### src/rtl/uart_rx_frame_assembler.sv
// 8N1 UART receiver that packs 16 bytes into a 128-bit frame with valid/ack handoff.
// Optional inter-byte timeout is compiled in when RX_TIMEOUT_EN is defined.
module uart_rx_frame_assembler #(
  parameter int CLKS_PER_BIT = 434,
  parameter int TIMEOUT_BITS = 32
) (
  input  logic         clk,
  input  logic         reset,
  input  logic         rx_in,
  input  logic         frame_ack,
  output logic [127:0] frame_out,
  output logic         frame_valid,
  output logic [4:0]   byte_count,
  output logic         framing_err,
  output logic         overrun_err,
  output logic         timeout_err
);

  localparam int CW           = $clog2(CLKS_PER_BIT + 1);
  localparam int TIMEOUT_CLKS = TIMEOUT_BITS * CLKS_PER_BIT;

  typedef enum logic [2:0] {
    IDLE,
    START,
    DATA,
    STOP,
    WAIT_HIGH
  } state_t;

  state_t         state_q, state_d;
  logic [1:0]     sync_q;
  logic           rx_s;
  logic [CW-1:0]  cnt_q, cnt_d;
  logic [2:0]     bit_idx_q, bit_idx_d;
  logic [7:0]     shift_q, shift_d;
  logic           tick;
  logic           byte_ok;
  logic           stop_bad;
  logic           timeout_fire;

  logic [4:0]     bc_q, bc_d;
  logic           fv_q, fv_d;
  logic [127:0]   fo_q, fo_d;
  logic           fe_q, ov_q, ov_d, to_q;

  logic [7:0]     slot_q [15];
  logic [14:0]    slot_we;
  logic [119:0]   asm_flat;

  // Two-flop synchronizer; idle-high line so both flops reset to 1.
  always_ff @(posedge clk or posedge reset) begin
    if (reset) sync_q <= 2'b11;
    else       sync_q <= {sync_q[0], rx_in};
  end
  assign rx_s = sync_q[1];

  assign tick = (cnt_q == CW'(1));

  always_ff @(posedge clk or posedge reset) begin
    if (reset) begin
      state_q   <= IDLE;
      cnt_q     <= '0;
      bit_idx_q <= '0;
      shift_q   <= '0;
    end else begin
      state_q   <= state_d;
      cnt_q     <= cnt_d;
      bit_idx_q <= bit_idx_d;
      shift_q   <= shift_d;
    end
  end

  always_comb begin
    state_d   = state_q;
    cnt_d     = cnt_q;
    bit_idx_d = bit_idx_q;
    shift_d   = shift_q;
    byte_ok   = 1'b0;
    stop_bad  = 1'b0;
    unique case (state_q)
      IDLE: begin
        if (!rx_s) begin
          state_d = START;
          cnt_d   = CW'(CLKS_PER_BIT / 2);
        end
      end
      START: begin
        // The clock spent detecting the edge in IDLE counts toward the half bit.
        if (cnt_q == CW'(2)) begin
          if (rx_s) begin
            state_d = IDLE;
          end else begin
            state_d   = DATA;
            bit_idx_d = '0;
            cnt_d     = CW'(CLKS_PER_BIT);
          end
        end else begin
          cnt_d = cnt_q - CW'(1);
        end
      end
      DATA: begin
        if (tick) begin
          shift_d = {rx_s, shift_q[7:1]};
          cnt_d   = CW'(CLKS_PER_BIT);
          if (bit_idx_q == 3'd7) state_d = STOP;
          else                   bit_idx_d = bit_idx_q + 3'd1;
        end else begin
          cnt_d = cnt_q - CW'(1);
        end
      end
      STOP: begin
        if (tick) begin
          if (rx_s) begin
            byte_ok = 1'b1;
            state_d = IDLE;
          end else begin
            stop_bad = 1'b1;
            state_d  = WAIT_HIGH;
          end
        end else begin
          cnt_d = cnt_q - CW'(1);
        end
      end
      WAIT_HIGH: begin
        if (rx_s) state_d = IDLE;
      end
      default: state_d = IDLE;
    endcase
  end

`ifdef RX_TIMEOUT_EN
  localparam int TW = $clog2(TIMEOUT_CLKS + 1);

  logic [TW-1:0] idle_q, idle_d;
  logic          rx_s_prev_q;
  logic          rx_fall;

  assign rx_fall = rx_s_prev_q & ~rx_s;

  always_ff @(posedge clk or posedge reset) begin
    if (reset) begin
      idle_q      <= '0;
      rx_s_prev_q <= 1'b1;
    end else begin
      idle_q      <= idle_d;
      rx_s_prev_q <= rx_s;
    end
  end

  always_comb begin
    idle_d       = idle_q;
    timeout_fire = 1'b0;
    if (state_q != IDLE || bc_q == 5'd0 || rx_fall) begin
      idle_d = '0;
    end else if (idle_q == TW'(TIMEOUT_CLKS - 1)) begin
      idle_d       = '0;
      timeout_fire = 1'b1;
    end else begin
      idle_d = idle_q + TW'(1);
    end
  end
`else
  logic unused_timeout_cfg;
  assign unused_timeout_cfg = ^TIMEOUT_CLKS;
  assign timeout_fire       = 1'b0;
`endif

  // Slots 0..14 live in the assembly buffer; the 16th byte goes straight to frame_out.
  genvar gi;
  generate
    for (gi = 0; gi < 15; gi++) begin : g_slot
      assign slot_we[gi]                 = byte_ok && (bc_q == 5'(gi));
      assign asm_flat[119-8*gi -: 8]     = slot_q[gi];
    end
  endgenerate

  always_ff @(posedge clk or posedge reset) begin
    if (reset) begin
      for (int i = 0; i < 15; i++) slot_q[i] <= '0;
    end else begin
      for (int i = 0; i < 15; i++) begin
        if (timeout_fire)    slot_q[i] <= '0;
        else if (slot_we[i]) slot_q[i] <= shift_q;
      end
    end
  end

  always_comb begin
    bc_d = bc_q;
    fv_d = fv_q & ~frame_ack;
    fo_d = fo_q;
    ov_d = 1'b0;
    if (byte_ok) begin
      if (bc_q == 5'd15) begin
        bc_d = '0;
        // A same-cycle ack frees the output register, so the new frame may load.
        if (!fv_q || frame_ack) begin
          fo_d = {asm_flat, shift_q};
          fv_d = 1'b1;
        end else begin
          ov_d = 1'b1;
        end
      end else begin
        bc_d = bc_q + 5'd1;
      end
    end
    if (stop_bad || timeout_fire) bc_d = '0;
  end

  always_ff @(posedge clk or posedge reset) begin
    if (reset) begin
      bc_q <= '0;
      fv_q <= 1'b0;
      fo_q <= '0;
      fe_q <= 1'b0;
      ov_q <= 1'b0;
      to_q <= 1'b0;
    end else begin
      bc_q <= bc_d;
      fv_q <= fv_d;
      fo_q <= fo_d;
      fe_q <= stop_bad;
      ov_q <= ov_d;
      to_q <= timeout_fire;
    end
  end

  assign frame_out   = fo_q;
  assign frame_valid = fv_q;
  assign byte_count  = bc_q;
  assign framing_err = fe_q;
  assign overrun_err = ov_q;
  assign timeout_err = to_q;

endmodule

### config.mk
export PLATFORM = sky130hd
export DESIGN_NAME = uart_rx_frame_assembler
export DESIGN_NICKNAME = d
export VERILOG_FILES = /design/src/rtl/uart_rx_frame_assembler.sv
export SDC_FILE = /design/constraint.sdc
export NUM_CORES = 1
export LEC_CHECK = 0
export CAP_MARGIN = 20
export CORE_MARGIN = 2
export CORE_UTILIZATION = 45
export CTS_CLUSTER_DIAMETER = 80
export CTS_CLUSTER_SIZE = 12
export DETAILED_ROUTE_END_ITERATION = 10
export PLACE_DENSITY = 0.79
export SLEW_MARGIN = 25
export SYNTH_ARGS = -nofsm -noshare
export SYNTH_HDL_FRONTEND = slang
export SYNTH_SLANG_ARGS = --single-unit
### constraint.sdc
create_clock -name clk -period 10.55 [get_ports clk]
set_input_delay 3.165 -clock clk [delete_from_list [all_inputs] [get_ports clk]]
set_output_delay 3.165 -clock clk [all_outputs]
set_load 0.005 [all_outputs]
==> results of run 1 <==
## placed cells by master (no fill, tap or decap), types with 2 or more instances in the layout
master           instances
nand2b_1                 4
nand3_1                  8
nor3_2                   6
nand2_1                 17
o31a_1                   2
inv_1                    9
a31oi_1                  2
ha_1                     9
o211ai_1                 2
nor4_4                   4
nor2b_1                  6
dfstp_2                  2
a21oi_1                 12
o31ai_1                  3
a22o_1                   3
or3_1                    4
clkdlybuf4s50_1        139
mux2_2                 250
o21ai_0                 15
nor2_1                  16
clkbuf_1                 8
mux2_4                   8
nor2_8                   4
clkbuf_16               27
dfrtp_1                279
## power by group
group | internal (mW) | switching [mW] | total [mW]
clock | 0.485 | 0.374 | 0.859
sequential | 1.08 | 0.000872 | 1.08
combinational | 0.00265 | 0.0213 | 0.0240
## per-stage QoR
step / area [um^2] / power (mW) / hold slack, ns / std cells / worst slack (ns)
after CTS: 13600 / 1.99 / 0.360 / 1192 / 5.09
after global placement: 12900 / 1.12 / 0.347 / 1155 / 4.55
final: 13600 / 1.96 / 0.357 / 1192 / 5.06
after detailed placement: 12900 / 1.12 / 0.354 / 1155 / 4.55
after floorplan: 11200 / 1.12 / 0.345 / 721 / 3.67
after global routing: 13600 / 2.03 / 0.364 / 1192 / 4.93
## critical path: cells and delay by family
family	cells	cell delay [ns]
buffers and inverters	2	1.22
multiplexers	1	0.42
AND/OR/NAND/NOR	2	0.94
## layer usage
layer  wire length, um  share of wire (%)  up-vias  global-route usage, %
met5                 0                  0        -                      0
met4               373                1.6        0                   3.58
met3               797                3.4       33                   2.32
met2             11300                 49      139                   29.9
met1             10700                 46     3331                   25.4
li1                  -                  -     2849                      -
## cell families after synthesis
group / count (synthesis) / synth area share [%]
and+or+nand+nor: 81 / 5.19
other: 1 / 0.0333
muxes: 259 / 26.2
buffers and inverters: 42 / 2.30
DFF: 281 / 62.6
adders and majority gates: 9 / 1.00
AOI/OAI and AO/OA: 48 / 2.73
## worst min-delay path by stage
stage / start / end / slack [ns] / cells after the start
after floorplan: sync_q[0] / sync_q[1] / 0.35 / 0
after global placement: sync_q[0] / sync_q[1] / 0.35 / 0
after detailed placement: sync_q[0] / sync_q[1] / 0.35 / 0
after CTS: sync_q[0] / sync_q[1] / 0.36 / 0
after global routing: sync_q[0] / sync_q[1] / 0.36 / 0
final: sync_q[0] / sync_q[1] / 0.36 / 0
## state kept, by name, summed over array words and instances (netlist names)
name and cells:
frame_valid 1, cnt_q 9, sync_q 2, state_q 3
byte_count 5, overrun_err 1, frame_out 128, shift_q 8
framing_err 1, asm_flat 120, bit_idx_q 3
## area by class of cell
class / count / area share, %
multi-input combinational: 398 / 29.1
tap: 324 / 2.98
clock inverter: 2 / 0.257
sequential: 281 / 51.7
timing repair buffer: 142 / 10.5
inverter: 10 / 0.303
clock buffer: 35 / 5.19
==> impl_metrics.toml, run 1 <==
[timing]
fmax_mhz = 182
finalSetupTns_ns = 0
rsz0062_at_grt = "false"
period_needed_ns = 5.49
setup_viol = 0
drv_slew = 0
fin_worst_skew_ns = 0.0106
timing.slew.headroom_pct = 32.4
final_hold_viol_count = 0
tightest_slew_ns = 1.01
finalCritPeriodShare_pct = 52.0

[floorplan]
initial_core_util_pct = 46.1
die_h_um = 162
dieArea_um2 = 26300
rows = 57
core-area_um2 = 24400
ioPinCount = 141
die-width_um = 162

[cts]
cts_buffers = 27
insertion_delay_ns = 0.52
cts_tree = "done"
ctsHtreeMaxLevel = 1
cts_repair_resize_count = 0
cts-hold-fix-buffers = 0
clk_pin_slew_ns = 0.06
cts_sinks = 281
cts_root_buf = "clkbuf_16"
clockBufferDepth = 3
postCtsSetupBuffers = 0

[critical_path]
crit_path_end = "frame_out[24]"
cp_slowest_cell = "and4_4"
r2r_cells = 6
cp.required_ns = 10.95
end_kind = "flip-flop"
r2r_start = "cnt_q[3]"
reg2reg_slack_ns = 6.62
rr_endpoint = "frame_out[24]"
startpoint_type = "input port"
critPathKind = "in -> reg"
critPathArrivalTime_ns = 5.89
path_max_fanout = 65
cp-startpoint = "frame_ack"
worst_path_largest_cell_delay_ns = 0.81
crit_chain = "clkdlybuf4s50_1 > nand2b_1 > and4_4 > buf_4 > mux2_2"

[grt]
grt_pass1_vias = 6620
gr-total-overflow = 0
grt_max_degree = 163
grt_usage_pct = 17.9
grt_first_pass_wirelength_mm = 37.2
antenna_found_initial = 0

[synthesis]
synth_area_leaders = "dfrtp_1, mux2_2, buf_6, mux2_4, ha_1"
synth.avg_cell_area_um2 = 15.6
synth_seq_area_share_pct = 62.6
synthesis.nets = 734
syn_area_um2 = 11200
synth_top_area_cell = "dfrtp_1"
yosysMostFrequentCell = "dfrtp_1"
synth-main-ff-cell = "dfrtp_1"
synth-edff-count = 0
ys_ff_latch = 281
yosys-top-cells-count = "dfrtp_1, mux2_2, nand2_1"
synth_cell_types = 47
synth_top_area_share_pct = 62.1
synth.yosys.warnings = 0
synthCells = 721
async_flop_share_pct = 100

[placed_design]
port_buffers = 139
post-dp-hpwl_mm = 14.5
gp_congestion = 0.811

[power]
p_per_area_nw_per_um2 = 144
irDropWorstVdd_mv = 0.101
leakage_nw = 6.52

[detailed_routing]
wl_per_cell_um = 19.4
vias = 6352
drc_errors = 0
avgViaCountPerCell = 5.33
ant_nets = 0
drt-total-wl_mm = 23.2
dr.pass1.iters = 4
drt-initial-drc-count = 353

[final_layout]
drive_above_1_share_pct = 35.7
fillCellCount = 1940
diodes = 0
area_growth_pct = 21.0
final-seq-area_um2 = 7030
final_core_util_pct = 55.8
nets = 873
multi_input_area_um2 = 3950

[status]
status = "complete, no violations"

[worst_hold_path]
min_path_type = "reg -> reg"

[job]
cap_violations = 0
(Power assumes the default switching activity.)
==> inputs of run 2 (changes only) <==
PLACE_DENSITY = 0.77   (was 0.79)
clock period = 5.6 ns   (was 10.55 ns; I/O delays follow)
==> impl_metrics.toml, run 2 (synthesized netlist as in run 1, its figures left out) <==
[status]
status = "complete, no violations"

[floorplan]
ioPinCount = 141
rows = 57
dieArea_um2 = 26300
initial_core_util_pct = 46.1
core-area_um2 = 24400
die_h_um = 162
die-width_um = 162

[critical_path]
cp.depth = 1
crit_chain = "clkdlybuf4s50_1"
r2r_cells = 6
rr_endpoint = "frame_out[72]"
cp_slowest_cell = "dfrtp_1"
cp-startpoint = "byte_count[3]"
path_buf_inv = 1
cp_top_family = "flip-flops"
critPathKind = "reg -> out"
path_max_fanout = 12
r2r_start = "cnt_q[3]"
end_kind = "output pin"
startpoint_type = "flip-flop"
cp.required_ns = 3.92
critPathArrivalTime_ns = 1.84
crit_path_end = "byte_count[3]"
worst_path_largest_cell_delay_ns = 0.68
reg2reg_slack_ns = 2.37

[cts]
cts_sinks = 281
ctsHtreeMaxLevel = 1
clockBufferDepth = 3
cts_root_buf = "clkbuf_16"
cts-hold-fix-buffers = 0
postCtsSetupBuffers = 0
cts_buffers = 27
clk_pin_slew_ns = 0.07
cts_repair_resize_count = 0
insertion_delay_ns = 0.53
cts_tree = "done"

[grt]
antenna_found_initial = 0
grt_usage_pct = 17.5
grt_first_pass_wirelength_mm = 36.4
grt_pass1_vias = 6484
gr-total-overflow = 0
grt_max_degree = 160

[timing]
fin_ws_ns = 2.08
period_needed_ns = 3.52
whs_ns = 0.356
rsz0062_at_grt = "false"
final_hold_viol_count = 0
finalSetupTns_ns = 0
fin_worst_skew_ns = 0.0138
timing.slew.headroom_pct = 34.1
setup_viol = 0
drv_slew = 0
finalCritPeriodShare_pct = 62.9
fmax_mhz = 284
tightest_slew_ns = 0.988

[placed_design]
post-dp-hpwl_mm = 14.2
port_buffers = 139
gp_congestion = 0.843
place_inst = 1155
pre_cts_slack_ns = 1.62

[final_layout]
diodes = 0
fin_cells = 1193
area_growth_pct = 21.1
largest_reg_flops = 128
multi_input_area_um2 = 3950
final_common_cell = "dfrtp_1"
nets = 873
drive_above_1_share_pct = 35.7
final-seq-area_um2 = 7030
final_cell_mix = "dfrtp_1, mux2_2, clkdlybuf4s50_1"
fillCellCount = 1966

[detailed_routing]
avgViaCountPerCell = 5.29
dr.pass1.iters = 4
wl_per_cell_um = 18.9
drt-initial-drc-count = 354
vias = 6307
drc_errors = 0
ant_nets = 0
drt-total-wl_mm = 22.6

[power]
leakage_nw = 6.52
p_total_mw = 3.66
p_per_area_nw_per_um2 = 269
irDropWorstVdd_mv = 0.178

[job]
cap_violations = 0

[worst_hold_path]
min_path_type = "reg -> reg"
-- run 2: layout make-up --
type | instances | area share [%]
flip-flops and latches | 281 | 51.7
clock buffers | 36 | 5.21
well taps | 324 | 2.98
inverters | 10 | 0.303
clock inverters | 2 | 0.129
multi-input cells | 398 | 29.0
repair buffers | 142 | 10.7
-- run 2: per-stage QoR --
stage	util (%)	instance area [um^2]
after CTS	55.8	13600
after global placement	52.8	12900
after detailed placement	52.8	12900
final	55.8	13600
after global routing	55.8	13600
after floorplan	-	11200
-- run 2: how the worst min path moves through the flow --
stage,startpoint,endpoint,cells after the start
finish,sync_q[0],sync_q[1],0
global route,sync_q[0],sync_q[1],0
CTS,sync_q[0],sync_q[1],0
detailed placement,sync_q[0],sync_q[1],0
global placement,sync_q[0],sync_q[1],0
floorplan,sync_q[0],sync_q[1],0
-- run 2: where the power goes --
group | internal (mW) | leakage [nW] | switching [mW]
combinational | 0.00573 | 2.27 | 0.0404
sequential | 2.03 | 3.90 | 0.00157
clock | 0.874 | 0.352 | 0.710
total | 2.91 | 6.52 | 0.752
-- run 2: routing by layer --
| metal | vias to the layer above | global-route usage [%] | routed length, um |
|---|---|---|---|
| li1 | 2835 | - | - |
| met1 | 3283 | 24.9 | 10300 |
| met4 | 0 | 4.47 | 435 |
| met3 | 35 | 2.83 | 1130 |
| met2 | 154 | 28.2 | 10700 |
| met5 | - | 0 | 0 |
